## src/rtl/pc_redirect_sequencer_pkg.sv

```systemverilog
// ---------------------------------------------------------------------------
// pc_redirect_sequencer_pkg
// Shared definitions for the fetch-redirect sequencer:
//   bj_code_e   - 2-bit decision code from the EX-stage branch/jump unit
//   pcs_state_e - sequencer state encoding (BOOT / RUN / FLUSH)
//   is_misaligned() - true when a redirect target is not word aligned
// ---------------------------------------------------------------------------
package pc_redirect_sequencer_pkg;

    typedef enum logic [1:0] {
        BJ_SEQUENCE  = 2'b00,
        BJ_BRANCH    = 2'b01,
        BJ_JUMP      = 2'b10,
        BJ_NOTBRANCH = 2'b11
    } bj_code_e;

    typedef enum logic [1:0] {
        PCS_BOOT  = 2'b00,
        PCS_RUN   = 2'b01,
        PCS_FLUSH = 2'b10
    } pcs_state_e;

    localparam int FLUSH_CNT_WIDTH = 3;

    // A fetch address must have its two low bits clear.
    function automatic logic is_misaligned(input logic [1:0] low_bits);
        return |low_bits;
    endfunction

endpackage

```

## src/rtl/pc_redirect_sequencer.sv

```systemverilog
// ---------------------------------------------------------------------------
// pc_redirect_sequencer
// Owns the program counter. Advances it by 4 on each accepted fetch, and on a
// taken branch/jump from EX loads the (word-aligned) target and squashes the
// wrong-path IF/ID and ID/EX registers for FLUSH_CYCLES cycles.
//
// Ports
//   clk            in   rising-edge clock
//   rst_n          in   synchronous reset, active low
//   ex_valid       in   EX stage holds a real instruction
//   branch_Or_Jump in   decision code (sequence / branch / jump / not-branch)
//   branch_target  in   target used on a branch
//   jump_target    in   target used on a jump
//   stall          in   hazard stall; freezes sequential advance
//   if_ready       in   instruction memory accepts pc this cycle
//   pc             out  fetch address (registered)
//   fetch_valid    out  pc is a valid fetch request
//   flush_if_id    out  squash IF/ID
//   flush_id_ex    out  squash ID/EX
//   misalign_err   out  one-cycle pulse after a misaligned taken redirect
//   redirect_cnt   out  taken redirects since reset (wraps)
// ---------------------------------------------------------------------------
module pc_redirect_sequencer
    import pc_redirect_sequencer_pkg::*;
#(
    parameter int                     PC_WIDTH     = 32,
    parameter logic [PC_WIDTH-1:0]    RESET_PC     = 32'h0000_0000,
    parameter int                     FLUSH_CYCLES = 2,
    parameter int                     CNT_WIDTH    = 16
) (
    input  logic                 clk,
    input  logic                 rst_n,
    input  logic                 ex_valid,
    input  logic [1:0]           branch_Or_Jump,
    input  logic [PC_WIDTH-1:0]  branch_target,
    input  logic [PC_WIDTH-1:0]  jump_target,
    input  logic                 stall,
    input  logic                 if_ready,
    output logic [PC_WIDTH-1:0]  pc,
    output logic                 fetch_valid,
    output logic                 flush_if_id,
    output logic                 flush_id_ex,
    output logic                 misalign_err,
    output logic [CNT_WIDTH-1:0] redirect_cnt
);

    localparam logic [FLUSH_CNT_WIDTH-1:0] FLUSH_LOAD = FLUSH_CNT_WIDTH'(FLUSH_CYCLES);
    localparam logic [PC_WIDTH-1:0]        PC_STEP    = PC_WIDTH'(32'd4);

    pcs_state_e                  state_r;
    pcs_state_e                  state_nxt_s;
    logic [FLUSH_CNT_WIDTH-1:0]  flush_cnt_r;
    logic [FLUSH_CNT_WIDTH-1:0]  flush_cnt_nxt_s;

    logic [PC_WIDTH-1:0]         pc_r;
    logic [PC_WIDTH-1:0]         pc_nxt_s;
    logic                        fetch_valid_r;
    logic                        fetch_valid_nxt_s;
    logic                        flush_r;
    logic                        flush_nxt_s;
    logic                        misalign_r;
    logic                        misalign_nxt_s;
    logic [CNT_WIDTH-1:0]        redirect_cnt_r;
    logic [CNT_WIDTH-1:0]        redirect_cnt_nxt_s;

    logic                        is_redirect_code_s;
    logic                        taken_s;
    logic                        advance_s;
    logic [PC_WIDTH-1:0]         target_s;

    // Decode the EX decision: select target and qualify the redirect.
    always_comb begin
        is_redirect_code_s = 1'b0;
        target_s           = branch_target;
        case (bj_code_e'(branch_Or_Jump))
            BJ_BRANCH: begin
                is_redirect_code_s = 1'b1;
                target_s           = branch_target;
            end
            BJ_JUMP: begin
                is_redirect_code_s = 1'b1;
                target_s           = jump_target;
            end
            default: begin
                is_redirect_code_s = 1'b0;
                target_s           = branch_target;
            end
        endcase
        // Only RUN listens to EX; decisions seen in FLUSH are wrong-path.
        taken_s   = ex_valid && (state_r == PCS_RUN) && is_redirect_code_s;
        advance_s = if_ready && !stall;
    end

    // State register and flush counter.
    always_ff @(posedge clk) begin
        if (!rst_n) begin
            state_r     <= PCS_BOOT;
            flush_cnt_r <= 3'd0;
        end else begin
            state_r     <= state_nxt_s;
            flush_cnt_r <= flush_cnt_nxt_s;
        end
    end

    // Next-state logic; FLUSH length is purely time-based.
    always_comb begin
        state_nxt_s     = state_r;
        flush_cnt_nxt_s = flush_cnt_r;
        case (state_r)
            PCS_BOOT: begin
                state_nxt_s     = PCS_RUN;
                flush_cnt_nxt_s = 3'd0;
            end
            PCS_RUN: begin
                if (taken_s) begin
                    state_nxt_s     = PCS_FLUSH;
                    flush_cnt_nxt_s = FLUSH_LOAD;
                end else begin
                    state_nxt_s     = PCS_RUN;
                    flush_cnt_nxt_s = 3'd0;
                end
            end
            PCS_FLUSH: begin
                // A count of 0 here is unreachable; treat it as done.
                if (flush_cnt_r <= 3'd1) begin
                    state_nxt_s     = PCS_RUN;
                    flush_cnt_nxt_s = 3'd0;
                end else begin
                    state_nxt_s     = PCS_FLUSH;
                    flush_cnt_nxt_s = flush_cnt_r - 3'd1;
                end
            end
            default: begin
                state_nxt_s     = PCS_BOOT;
                flush_cnt_nxt_s = 3'd0;
            end
        endcase
    end

    // Output-next logic: pc update, flush/valid decode, error and counter.
    always_comb begin
        pc_nxt_s = pc_r;
        case (state_r)
            PCS_BOOT: begin
                pc_nxt_s = pc_r;
            end
            PCS_RUN: begin
                // Redirect beats stall and any pending sequential advance.
                if (taken_s) begin
                    pc_nxt_s = {target_s[PC_WIDTH-1:2], 2'b00};
                end else if (advance_s) begin
                    pc_nxt_s = pc_r + PC_STEP;
                end else begin
                    pc_nxt_s = pc_r;
                end
            end
            PCS_FLUSH: begin
                if (advance_s) begin
                    pc_nxt_s = pc_r + PC_STEP;
                end else begin
                    pc_nxt_s = pc_r;
                end
            end
            default: begin
                pc_nxt_s = RESET_PC;
            end
        endcase

        fetch_valid_nxt_s  = (state_nxt_s != PCS_BOOT);
        flush_nxt_s        = (state_nxt_s == PCS_FLUSH);
        misalign_nxt_s     = taken_s && is_misaligned(target_s[1:0]);
        redirect_cnt_nxt_s = redirect_cnt_r;
        if (taken_s) begin
            redirect_cnt_nxt_s = redirect_cnt_r + CNT_WIDTH'(1'b1);
        end else begin
            redirect_cnt_nxt_s = redirect_cnt_r;
        end
    end

    // Output registers.
    always_ff @(posedge clk) begin
        if (!rst_n) begin
            pc_r           <= RESET_PC;
            fetch_valid_r  <= 1'b0;
            flush_r        <= 1'b0;
            misalign_r     <= 1'b0;
            redirect_cnt_r <= {CNT_WIDTH{1'b0}};
        end else begin
            pc_r           <= pc_nxt_s;
            fetch_valid_r  <= fetch_valid_nxt_s;
            flush_r        <= flush_nxt_s;
            misalign_r     <= misalign_nxt_s;
            redirect_cnt_r <= redirect_cnt_nxt_s;
        end
    end

    assign pc           = pc_r;
    assign fetch_valid  = fetch_valid_r;
    assign flush_if_id  = flush_r;
    assign flush_id_ex  = flush_r;
    assign misalign_err = misalign_r;
    assign redirect_cnt = redirect_cnt_r;

endmodule

```

## config.mk

```make
export PLATFORM = sky130hd
export DESIGN_NAME = pc_redirect_sequencer
export DESIGN_NICKNAME = d
export VERILOG_FILES = /design/src/rtl/pc_redirect_sequencer_pkg.sv /design/src/rtl/pc_redirect_sequencer.sv
export SDC_FILE = /design/constraint.sdc
export NUM_CORES = 1
export LEC_CHECK = 0
export CAP_MARGIN = 20
export CORE_UTILIZATION = 31
export CTS_BUF_LIST = sky130_fd_sc_hd__clkbuf_8
export CTS_CLUSTER_SIZE = 24
export DETAILED_ROUTE_END_ITERATION = 10
export PLACE_DENSITY_LB_ADDON = 0.05
export SYNTH_ARGS = -nofsm -noshare
export SYNTH_HDL_FRONTEND = slang
export SYNTH_SLANG_ARGS = --single-unit
```

## constraint.sdc

```tcl
create_clock -name clk -period 4.9 [get_ports clk]
set_clock_uncertainty 0.15 [all_clocks]
set_input_delay 0.49 -clock clk [delete_from_list [all_inputs] [get_ports clk]]
set_output_delay 0.49 -clock clk [all_outputs]
set_load 0.01 [all_outputs]
```

Word-level counts from Yosys, hierarchy flattened
Index checks and enable logic that the tools add are counted.

word-level totals
  word-level logic and storage cells = 36
  output and inout bits = 52
  RAM bits = 0
  ROM bits = 0
  memories = 0
  latch bits = 0
  input bits = 71
  flip-flop bits (word level) = 56

cells by class
  $add $sub $neg = 3
  reduce and logical (&&, ||, !) cells = 9
  eq/ne operators = 5
  multiplexer cells = 11
  magnitude comparators = 1
  divide/modulo/power cells = 0
  multipliers = 0
  shift operators = 0
  bitwise operators = 0

operators by type and width
  operator                                                        count
  2-to-1 mux 32 bit                                               3
  one-hot mux 32 bit (3 select lines)                             1
  adder 32 x 3 -> 32 bit, second input constant                   1
  adder 16 x 1 -> 16 bit, second input constant                   1
  == test 2 bit, second input constant                            3
  2-to-1 mux 2 bit                                                3
  one-hot mux 2 bit (3 select lines)                              1
  one-hot mux 3 bit (2 select lines)                              1
  == test 2 x 1 -> 1 bit, second input constant                   2
  logical AND 1 bit                                               4
  OR reduction 2 bit                                              2
  less-or-equal comparator 3 x 1 -> 1 bit, second input constant  1
  2-to-1 mux 3 bit                                                1
  subtractor 3 x 1 -> 3 bit, second input constant                1
  logical NOT 2 bit                                               1
  nonzero test 2 bit                                              1
  logical NOT 1 bit                                               1
  2-to-1 mux 1 bit                                                1

Depth between registers and ports, before layout
Gate-level depths: netlist (run 1).

  depth after elaboration = 7
  mapped depth = 10
  depth with buffers taken out = 7

Least setup slack after synthesis (run 1)
No wires, ideal clock.

  path kind = input port to flip-flop
  from = input branch_Or_Jump[0]
  to = register pc_r[28], in the netlist pc[28]
  cell stages on the path = 7
  required time = 4.625 ns
  setup time = 0.125 ns
  setup slack = 2.556 ns
  path buffers = 1
  data arrival time = 2.069 ns
  path through = inv_1 ha_1 or3b_1 and3_1 clkbuf_1 o211a_1 o41a_1

between the ends
  longest elaborated chain between the ends = 6
  elaborated cells on any way between the ends = 8
  those cells by class = 2 x eq/ne; 4 x mux; 2 x reduce/logical

ends and longest elaborated chain
  item                                                            line                          RTL
  from (decl)                                                     pc_redirect_sequencer.sv:34   input logic [1:0] branch_Or_Jump,
  == test 2 bit / == test 2 x 1 -> 1 bit (equally long branches)  pc_redirect_sequencer.sv:75   case (bj_code_e'(branch_Or_Jump))
  OR reduction 2 bit (no source line)                             --
  2-to-1 mux 1 bit                                                pc_redirect_sequencer.sv:75
  logical AND 1 bit                                               pc_redirect_sequencer.sv:90   taken_s = ex_valid && (state_r == PCS_RUN) && is_redirect_code_s;
  2-to-1 mux 32 bit *                                             pc_redirect_sequencer.sv:149  if (taken_s) begin
  one-hot mux 32 bit (3 select lines) *                           pc_redirect_sequencer.sv:143  case (state_r)
  to (signal assigned)                                            pc_redirect_sequencer.sv:189  pc_r <= pc_nxt_s;
  to (decl)                                                       pc_redirect_sequencer.sv:55   logic [PC_WIDTH-1:0] pc_r;

Every way passes the cells marked *; elsewhere a longest branch is shown, timed or not.
A chain may end at the register's enable or synchronous reset.

Worst setup path after layout (run 1)
  from = register state_r[0]
  to = register pc_r[26], in the netlist pc[26]

between the ends
  longest elaborated chain between the ends = 5
  elaborated cells on any way between the ends = 7
  those cells by class = 2 x eq/ne; 2 x mux; 3 x reduce/logical

ends and longest elaborated chain
  item                                 line                                                       RTL
  from (decl)                          pc_redirect_sequencer.sv:50                                pcs_state_e state_r;
  from (signal assigned)               pc_redirect_sequencer.sv:100                               state_r <= state_nxt_s;
  == test 2 x 1 -> 1 bit               pc_redirect_sequencer.sv:90, pc_redirect_sequencer.sv:143
  logical AND 1 bit (2 in series)      pc_redirect_sequencer.sv:90
  2-to-1 mux 32 bit                    pc_redirect_sequencer.sv:149
  one-hot mux 32 bit (3 select lines)  pc_redirect_sequencer.sv:143

Parallel ways exist; a longest one is shown, timed or not.

==> run_results.csv, run 1 <==
group,metric,value,unit
route,dr.pass1.iters,4,
sta,min_period_over_period,0.6963,
sta,final_hold_viol_count,0,
route,wirelength,10720,um
route,viasPerCell,5.363,
cts,htreeDepth,2,
pwr,peakVddDrop,97.85,uV
route,drc_errors,0,
route,initialDrtViolationCount,180,
cts,post_cts_buffers,0,
sta,clock.fmax,293.1,MHz
worst_setup_path,start_kind,"register",
die,core-area,0.01084,mm2
die,die_y,107.5,um
grt,gr-total-overflow,0,
sta,setup_violations,0,
synthesis,synth_seq_area_share,0.3130,
sta,fin_crit,3.412,ns
worst_setup_path,cp_top_family,"simple AND/OR/NAND/NOR gates",
cts,cts_tree,"built",
placed_design,hpwl,8028,um
worst_setup_path,path_cells,"inv_1 -> ha_1 -> nor2b_1 -> nand3_1 -> or4_1 -> a41oi_1",
route,ant_nets,0,
final_layout,nets,613,
pwr,seqPwrFrac,0.514,
worst_setup_path,cp_num_cells,6,
pwr,power_frac_clock,0.277,
worst_setup_path,critPathKind,"reg2reg",
synthesis,syn_area,0.003453,mm2
worst_setup_path,crit_start,"state_r[0]$_SDFF_PN0_",
pwr,power.internal,633.8,uW
die,die_area,0.01157,mm2
cts,cts_inserted_buffers,5,
synthesis,synth-main-ff-cell,"dfxtp_1",
sta,rsz0062_at_grt,"false",
final_layout,antenna_cells,0,
worst_setup_path,worst-r2r-setup-slack,1.49,ns
sta,finalSetupTns,0,ns
pwr,switching_share,0.2761,
run_status,status,"complete, no violations",
sta,tightest_slew,0.9955,ns
cts,ctsResizeCount,0,
worst_setup_path,reg2regPathDepth,6,
min_path,hold_class,"reg2reg",
cts,holdBufCountCts,0,
die,initial_utilization,0.3186,
worst_setup_path,endpoint_kind,"register",
grt,antenna_found_initial,0,
cts,clock-sinks,54,
synthesis,synthCells,428,
worst_setup_path,cp_max_fo,16,
worst_setup_path,crit_buf_inv,1,
synthesis,ys_types,63,
final_layout,fillers,1116,
synthesis,async_flop_share,0,
die,num_io_pins,123,
final_layout,layout-drive-gt1-share,0.04878,
pwr,power_density,181.6,mW/mm2
cts,ctsRootBufferMaster,"clkbuf_8",
sta,relSlewSlack,0.3312,
synthesis,synth_enable_flop_cells,0,
worst_setup_path,r2r_start,"state_r[0]$_SDFF_PN0_",
cts,cts.clk_slew.worst_paths,0.09,ns
synthesis,yosysWarnings,0,
cts,clk_latency,0.31,ns
flow_run,maxCapViolations,0,
worst_setup_path,cp.arrival,3.49,ns
placed_design,numPortBuffers,120,
cts,cts_max_path_buffers,2,
synthesis,avgSynthCellArea,8.068,um2
synthesis,ys_ff_latch,54,
pwr,switchingPower,241.7,uW
pwr,pwr-share-comb,0.209,
sta,slew_violations,0,
pwr,leakagePower,1.654,nW
placed_design,place.gp.congestion,0.8297,
worst_setup_path,timing.rr.end,"pc[26]$_SDFFE_PN0N_",
placed_design,dpl.cell_count,666,
route,routedWlPerCell,15.93,um
grt,grt_max_degree,37,
grt,grt_pass1_wl,16770,um
worst_setup_path,cp_slowest_cell,"nor2b_1",
worst_setup_path,crit_path_end,"pc[26]$_SDFFE_PN0N_",
die,num_rows,38,
final_layout,instances_no_fill,673,
route,via_count,3609,
worst_setup_path,cp_slowest_stage_delay,0.70,ns
grt,grt_usage,0.1855,
final_layout,syn2layout_area_growth,39.64,%
worst_setup_path,critPathRequiredTime,4.98,ns
die,chipWidth,107.5,um
grt,grt_pass1_vias,3301,
[area by class of cell]
class | count | area, um2 | share of cell area
timing repair buffer | 124 | 1231 | 0.2553
tap | 140 | 175.2 | 0.03633
clock buffer | 5 | 68.82 | 0.01427
sequential | 54 | 1081 | 0.2242
inverter | 12 | 45.04 | 0.009341
multi-input combinational | 336 | 2213 | 0.4590
clock inverter | 2 | 7.507 | 0.001557
[sequential cells by signal (all words and copies together), names as in the netlist]
| signal | count |
|---|---|
| pc | 30 |
| state_r | 2 |
| fetch_valid | 1 |
| flush_id_ex | 1 |
| redirect_cnt | 16 |
| misalign_err | 1 |
| flush_cnt_r | 3 |
[cell families (layout without fill, tap and decap cells)]
| family | after synthesis | in the layout | share of synthesized area |
|---|---|---|---|
| flops | 54 | 54 | 0.3130 |
| other cells | 1 | 2 | 0.001086 |
| fa+ha+maj | 9 | 9 | 0.03261 |
| mux | 33 | 33 | 0.09746 |
| buf+inv | 39 | 143 | 0.04782 |
| simple gates | 190 | 190 | 0.2924 |
| compound gates | 87 | 87 | 0.1775 |
| xor+xnor | 15 | 15 | 0.03804 |
[layer usage]
layer / wire length [um] / GRT usage / vias to the layer above
li1: - / - / 1788
met1: 4815 / 0.2370 / 1701
met2: 5228 / 0.3237 / 108
met3: 569 / 0.03087 / 12
met4: 107 / 0.04207 / 0
met5: 0 / 0 / -
[layout by cell type, fill, tap and decap left out, types with 3 or more instances in the layout]
cell	instances
clkdlybuf4s50_1	120
and2_1	6
a21o_1	4
o32a_1	3
nor3_1	10
nor4_1	5
nand4b_1	3
ha_1	8
nor2_1	41
or3_1	8
buf_4	4
or2_2	3
o22ai_1	11
clkbuf_8	5
mux2i_1	28
a31oi_1	6
xor2_1	7
and3_1	6
nand2b_1	4
inv_1	13
o211a_1	3
nand2_1	41
o31a_1	3
nand3_1	26
a21oi_1	17
o21ai_0	13
nand4_1	15
or4_1	6
a32o_1	3
xnor2_1	8
and4_1	3
mux2_2	5
dfxtp_1	54
[worst min-delay path by stage]
stage                              startpoint                   endpoint  cells past startpoint
floorplan           flush_cnt_r[0]$_SDFF_PN0_  flush_cnt_r[0]$_SDFF_PN0_                      1
global placement    flush_cnt_r[0]$_SDFF_PN0_  flush_cnt_r[0]$_SDFF_PN0_                      1
detailed placement  flush_cnt_r[0]$_SDFF_PN0_  flush_cnt_r[0]$_SDFF_PN0_                      1
CTS                 flush_cnt_r[0]$_SDFF_PN0_  flush_cnt_r[0]$_SDFF_PN0_                      1
global route        flush_cnt_r[0]$_SDFF_PN0_  flush_cnt_r[0]$_SDFF_PN0_                      1
finish              flush_cnt_r[0]$_SDFF_PN0_  flush_cnt_r[0]$_SDFF_PN0_                      1
[power by group through the flow]
| stage | sequential (mW) | combinational [mW] | clock, mW |
|---|---|---|---|
| detailed placement | 0.460 | 0.185 | 0 |
| floorplan | 0.460 | 0.0912 | 0 |
| CTS | 0.450 | 0.185 | 0.252 |
| global placement | 0.460 | 0.183 | 0 |
| finish | 0.450 | 0.183 | 0.243 |
| global route | 0.451 | 0.199 | 0.265 |
[Yosys cell counts, types with 3 or more instances]
cell type	n	area, um2
dfxtp_1	54	1081
nand2_1	41	153.9
nor2_1	41	153.9
mux2i_1	28	280.3
nand3_1	26	130.1
a21oi_1	17	85.08
nand4_1	15	93.84
clkbuf_1	14	52.55
o21ai_0	13	65.06
inv_1	11	41.29
o22ai_1	11	68.82
nor3_1	10	50.05
ha_1	9	112.6
or3_1	8	50.05
xnor2_1	8	70.07
xor2_1	7	61.31
a31oi_1	6	37.54
and2_1	6	37.54
and3_1	6	37.54
buf_2	6	30.03
or4_1	6	45.04
mux2_2	5	56.30
nor4_1	5	31.28
a21o_1	4	30.03
buf_1	4	15.01
nand2b_1	4	25.02
a32o_1	3	30.03
and4_1	3	26.28
buf_4	3	22.52
nand4b_1	3	26.28
o211a_1	3	30.03
o31a_1	3	26.28
o32a_1	3	30.03
or2_2	3	18.77
[worst reg2reg max path, cell delays in order, from the launching register on]
cell     delay [ns]
dfxtp_1        0.39
inv_1          0.08
ha_1           0.42
nor2b_1        0.70
nand3_1        0.69
or4_1          0.69
a41oi_1        0.21
[per-stage QoR]
stage	utilization	area (um2)	hold slack (ns)	total power, mW	setup WS, ns
2_1_floorplan	-	3457	0.2513	0.5515	2.556
3_3_place_gp	0.4378	4746	0.2614	0.6430	1.716
3_5_place_dp	0.4378	4746	0.2644	0.6447	1.480
4_1_cts	0.4448	4822	0.2801	0.8867	1.468
5_1_grt	0.4448	4822	0.2941	0.9147	1.206
6_report	0.4448	4822	0.2795	0.8755	1.488
Power figures use the tool's default switching activity.
==> run 2, diff against run 1 <==
Clock period 4.9 ns to 3.4 ns, I/O delays scaled along.
==> run 2 against run 1 <==
First-iteration DRC count increased by 14%. Wire length increased by 1.7%. Sequential power increased by 44%. Worst hold slack got worse by 0.00054 ns. Critical endpoint unchanged. Largest power group unchanged.
==> run_results.csv, run 2 (synthesized netlist as in run 1, its figures left out) <==
group,metric,value,unit
run_status,status,"complete, no violations",
flow_run,maxCapViolations,0,
sta,relSlewSlack,0.5549,
route,viasPerCell,5.338,
placed_design,hpwl,8344,um
die,die_area,0.01157,mm2
final_layout,fillers,1125,
die,num_rows,38,
final_layout,syn2layout_area_growth,41.67,%
cts,post_cts_buffers,0,
die,core-area,0.01084,mm2
worst_setup_path,cp_max_fo,11,
route,ant_nets,0,
grt,antenna_found_initial,0,
final_layout,layout_commonest_cell,"clkdlybuf4s50_1",
worst_setup_path,critPathRequiredTime,3.49,ns
final_layout,fin_util,0.4513,
pwr,leakagePower,1.688,nW
worst_setup_path,endpoint_kind,"register",
final_layout,stdcell_area,0.004892,mm2
pwr,power_density,267.1,mW/mm2
final_layout,nets,620,
grt,grt_pass1_vias,3373,
pwr,finalPower,1.307,mW
pwr,peakVddDrop,172.8,uV
sta,tightest_slew,0.6657,ns
cts,cts.clk_slew.worst_paths,0.11,ns
worst_setup_path,crit_path_end,"pc[26]$_SDFFE_PN0N_",
route,initialDrtViolationCount,205,
route,via_count,3635,
placed_design,place.gp.congestion,0.8278,
placed_design,numPortBuffers,120,
sta,final_hold_viol_count,0,
route,routedWlPerCell,16.00,um
final_layout,antenna_cells,0,
route,dr.pass1.iters,4,
cts,ctsRootBufferMaster,"clkbuf_8",
sta,min_period_over_period,0.8355,
cts,cts_inserted_buffers,5,
cts,htreeDepth,2,
sta,finalSetupTns,0,ns
final_layout,final_cell_mix,"clkdlybuf4s50_1, dfxtp_1, nand2_1, nor2_1, mux2i_1",
die,chipWidth,107.5,um
sta,rsz0062_at_grt,"false",
placed_design,dpl.cell_count,673,
die,num_io_pins,123,
final_layout,layout-drive-gt1-share,0.06654,
cts,holdBufCountCts,0,
die,initial_utilization,0.3186,
worst_setup_path,start_kind,"register",
final_layout,largest_register_ffs,30,
cts,ctsResizeCount,0,
cts,cts_max_path_buffers,2,
worst_setup_path,r2r_start,"state_r[0]$_SDFF_PN0_",
route,drc_errors,0,
sta,clock.fmax,352.0,MHz
min_path,hold_class,"reg2reg",
sta,holdWs,0.2790,ns
sta,timing.final.ws_setup,0.5594,ns
die,die_y,107.5,um
grt,grt_max_degree,37,
cts,cts_tree,"built",
placed_design,dpl_cell_area,0.004798,mm2
worst_setup_path,critPathKind,"reg2reg",
sta,fin_crit,2.841,ns
grt,grt_pass1_wl,17420,um
grt,gr-total-overflow,0,
worst_setup_path,worst-r2r-setup-slack,0.56,ns
route,wirelength,10900,um
worst_setup_path,timing.rr.end,"pc[26]$_SDFFE_PN0N_",
worst_setup_path,crit_start,"state_r[0]$_SDFF_PN0_",
grt,grt_usage,0.1925,
worst_setup_path,cp.arrival,2.94,ns
cts,clk_latency,0.32,ns
sta,slew_violations,0,
final_layout,instances_no_fill,681,
sta,setup_violations,0,
worst_setup_path,reg2regPathDepth,7,
cts,clock-sinks,54,
placed_design,dp_slack,0.5914,ns
[run 2: report_power, final]
part,internal [mW],leakage (nW),switching [mW],total [mW]
registers,0.640,0.436,0.00910,0.649
clock network,0.150,0.0447,0.239,0.388
logic,0.141,1.21,0.129,0.270
[run 2: layer usage]
metal,vias up,track usage,wire [um]
li1,1805,-,-
met1,1702,0.2506,4955
met2,123,0.3338,5259
met3,5,0.02906,608
met4,0,0.04110,76
met5,-,0,0
[run 2: critical path, stage by stage, from the launching register on]
cell and delay [ns]:
dfxtp_1 0.41, inv_1 0.08, ha_1 0.45, nor2b_1 0.39, nand3_1 0.28, buf_4 0.26, or4_1 0.51, a41oi_1 0.21
[run 2: layout make-up]
cell class	instances	area, um2	share of cell area
well taps	140	175.2	0.03581
repair buffers	131	1284	0.2624
multi-input cells	336	2213	0.4524
clock buffers	5	68.82	0.01407
clock inverters	3	25.02	0.005115
inverters	12	45.04	0.009207
flip-flops and latches	54	1081	0.2210
[run 2: worst min path at each step]
stage                              start                         to  slack [ns]  cells after the start
6_report       flush_cnt_r[0]$_SDFF_PN0_  flush_cnt_r[0]$_SDFF_PN0_        0.28                      1
5_1_grt        flush_cnt_r[0]$_SDFF_PN0_  flush_cnt_r[0]$_SDFF_PN0_        0.31                      1
4_1_cts        flush_cnt_r[0]$_SDFF_PN0_  flush_cnt_r[0]$_SDFF_PN0_        0.28                      1
3_5_place_dp   flush_cnt_r[0]$_SDFF_PN0_  flush_cnt_r[0]$_SDFF_PN0_        0.26                      1
3_3_place_gp   flush_cnt_r[0]$_SDFF_PN0_  flush_cnt_r[0]$_SDFF_PN0_        0.26                      1
2_1_floorplan  flush_cnt_r[0]$_SDFF_PN0_  flush_cnt_r[0]$_SDFF_PN0_        0.25                      1
==> run 3, diff against run 2 <==
Clock period 3.4 ns to 2.6 ns, I/O delays scaled along.
==> run 3 against run 2 <==
Largest cell class unchanged. First-iteration DRC count down 24%. Utilization up 1.7 points. Count of clock-buffer cells in the layout unchanged. Sequential share of layout area down 0.78 points. Via count up 0.69%. Critical path depth up 1.
==> run_results.csv, run 3 (synthesized netlist as in run 1, its figures left out) <==
group,metric,value,unit
run_status,status,"complete, no violations",
cts,holdBufCountCts,0,
final_layout,syn2layout_area_growth,46.88,%
cts,ctsResizeCount,0,
grt,antenna_found_initial,0,
placed_design,place.gp.congestion,0.7955,
sta,rsz0062_at_grt,"false",
worst_setup_path,r2r_start,"state_r[1]$_SDFF_PN0_",
worst_setup_path,cp_slowest_stage_delay,0.41,ns
route,initialDrtViolationCount,155,
grt,grt_pass1_vias,3504,
final_layout,layout-drive-gt1-share,0.1016,
worst_setup_path,crit_path_end,"pc[30]$_SDFFE_PN0N_",
die,num_io_pins,123,
sta,finalSetupTns,0,ns
die,die_area,0.01157,mm2
pwr,pwr-share-comb,0.219,
sta,setup_violations,0,
grt,grt_pass1_wl,17420,um
pwr,leakagePower,1.793,nW
final_layout,antenna_cells,0,
placed_design,dpl.cell_count,693,
worst_setup_path,crit_start,"state_r[1]$_SDFF_PN0_",
die,initial_utilization,0.3186,
route,ant_nets,0,
worst_setup_path,worst-r2r-setup-slack,0.22,ns
pwr,switchingPower,512.1,uW
worst_setup_path,critPathKind,"reg2reg",
cts,cts.clk_slew.worst_paths,0.11,ns
pwr,switching_share,0.2924,
route,via_count,3660,
final_layout,final_cell_mix,"clkdlybuf4s50_1, dfxtp_1, nand2_1, nor2_1, buf_4",
grt,grt_usage,0.1916,
sta,fin_crit,2.380,ns
worst_setup_path,start_kind,"register",
cts,htreeDepth,2,
worst_setup_path,reg2regPathDepth,8,
worst_setup_path,path_cells,"inv_1 -> ha_1 -> nor2b_1 -> and3_1 -> buf_12 -> nand2_1 -> or4_1 -> a41oi_1",
worst_setup_path,cp.arrival,2.47,ns
placed_design,hpwl,8443,um
worst_setup_path,cp_max_fo,12,
cts,cts_max_path_buffers,2,
sta,clock.fmax,420.1,MHz
pwr,power_frac_clock,0.297,
route,routedWlPerCell,15.70,um
sta,slew_violations,0,
pwr,seqPwrFrac,0.484,
route,wirelength,11010,um
cts,clk_latency,0.32,ns
route,drc_errors,0,
pwr,finalPower,1.751,mW
sta,min_period_over_period,0.9155,
sta,holdWs,0.2888,ns
cts,ctsRootBufferMaster,"clkbuf_8",
die,chipWidth,107.5,um
pwr,peakVddDrop,240.5,uV
cts,post_cts_buffers,0,
final_layout,instances_no_fill,701,
final_layout,nets,640,
worst_setup_path,critPathRequiredTime,2.69,ns
min_path,hold_class,"reg2reg",
die,core-area,0.01084,mm2
cts,clock-sinks,54,
final_layout,fin_util,0.4679,
route,dr.pass1.iters,4,
grt,gr-total-overflow,0,
final_layout,largest_register_ffs,30,
grt,grt_max_degree,37,
die,num_rows,38,
cts,cts_inserted_buffers,5,
final_layout,layout_commonest_cell,"clkdlybuf4s50_1",
cts,cts_tree,"built",
worst_setup_path,endpoint_kind,"register",
worst_setup_path,timing.rr.end,"pc[30]$_SDFFE_PN0N_",
flow_run,maxCapViolations,0,
worst_setup_path,cp_slowest_cell,"dfxtp_1",
pwr,power_density,345.3,mW/mm2
route,viasPerCell,5.221,
sta,final_hold_viol_count,0,
die,die_y,107.5,um
pwr,power.internal,1.239,mW
placed_design,numPortBuffers,120,
-- run 3: cell types whose count changed in the layout (fill, tap and decap cells not counted), sizes merged --
cell,previous run,this run
buf,11,31
-- run 3: how the worst min path moves through the flow --
stage / from / to / slack, ns / depth (start not counted)
5_1_grt: flush_cnt_r[0]$_SDFF_PN0_ / flush_cnt_r[0]$_SDFF_PN0_ / 0.33 / 1
4_1_cts: flush_cnt_r[0]$_SDFF_PN0_ / flush_cnt_r[0]$_SDFF_PN0_ / 0.29 / 1
3_5_place_dp: flush_cnt_r[0]$_SDFF_PN0_ / flush_cnt_r[0]$_SDFF_PN0_ / 0.26 / 1
2_1_floorplan: flush_cnt_r[0]$_SDFF_PN0_ / flush_cnt_r[0]$_SDFF_PN0_ / 0.25 / 1
6_report: flush_cnt_r[0]$_SDFF_PN0_ / flush_cnt_r[0]$_SDFF_PN0_ / 0.29 / 1
3_3_place_gp: flush_cnt_r[0]$_SDFF_PN0_ / flush_cnt_r[0]$_SDFF_PN0_ / 0.27 / 1
-- run 3: critical path, delay by kind of cell (launching register included) --
family / cells / cell delay, ns
buf+inv: 2 / 0.23
fa+ha+maj: 1 / 0.29
flops: 1 / 0.41
compound gates: 1 / 0.21
simple gates: 4 / 1.00
-- run 3: routing by layer --
layer,up-vias,wire length (um),track usage
li1,1847,-,-
met1,1700,5240,0.2522
met2,105,5073,0.3260
met3,8,574,0.02785
met4,0,119,0.04795
met5,-,0,0
-- run 3: power groups by stage --
stage	Sequential (mW)	Combinational, mW	Clock (mW)
floorplan	0.867	0.172	0
global placement	0.866	0.379	0
detailed placement	0.866	0.384	0
CTS	0.848	0.385	0.535
global route	0.849	0.416	0.565
finish	0.848	0.383	0.521
-- run 3: final cells by class --
class                   instances  area (um2)
fillers                      1116        5768
repair buffers                151        1459
inverters                      12       45.04
multi-input cells             336        2218
clock buffers                   5       68.82
clock inverters                 3       25.02
flip-flops and latches         54        1081
well taps                     140       175.2
-- run 3: through the flow --
step,cell area (um2),setup WS (ns)
after floorplan,3457,0.3958
after global placement,4974,0.04026
after detailed placement,4974,0.01138
after CTS,5067,0.1231
after global routing,5072,0.05529
final,5072,0.2197
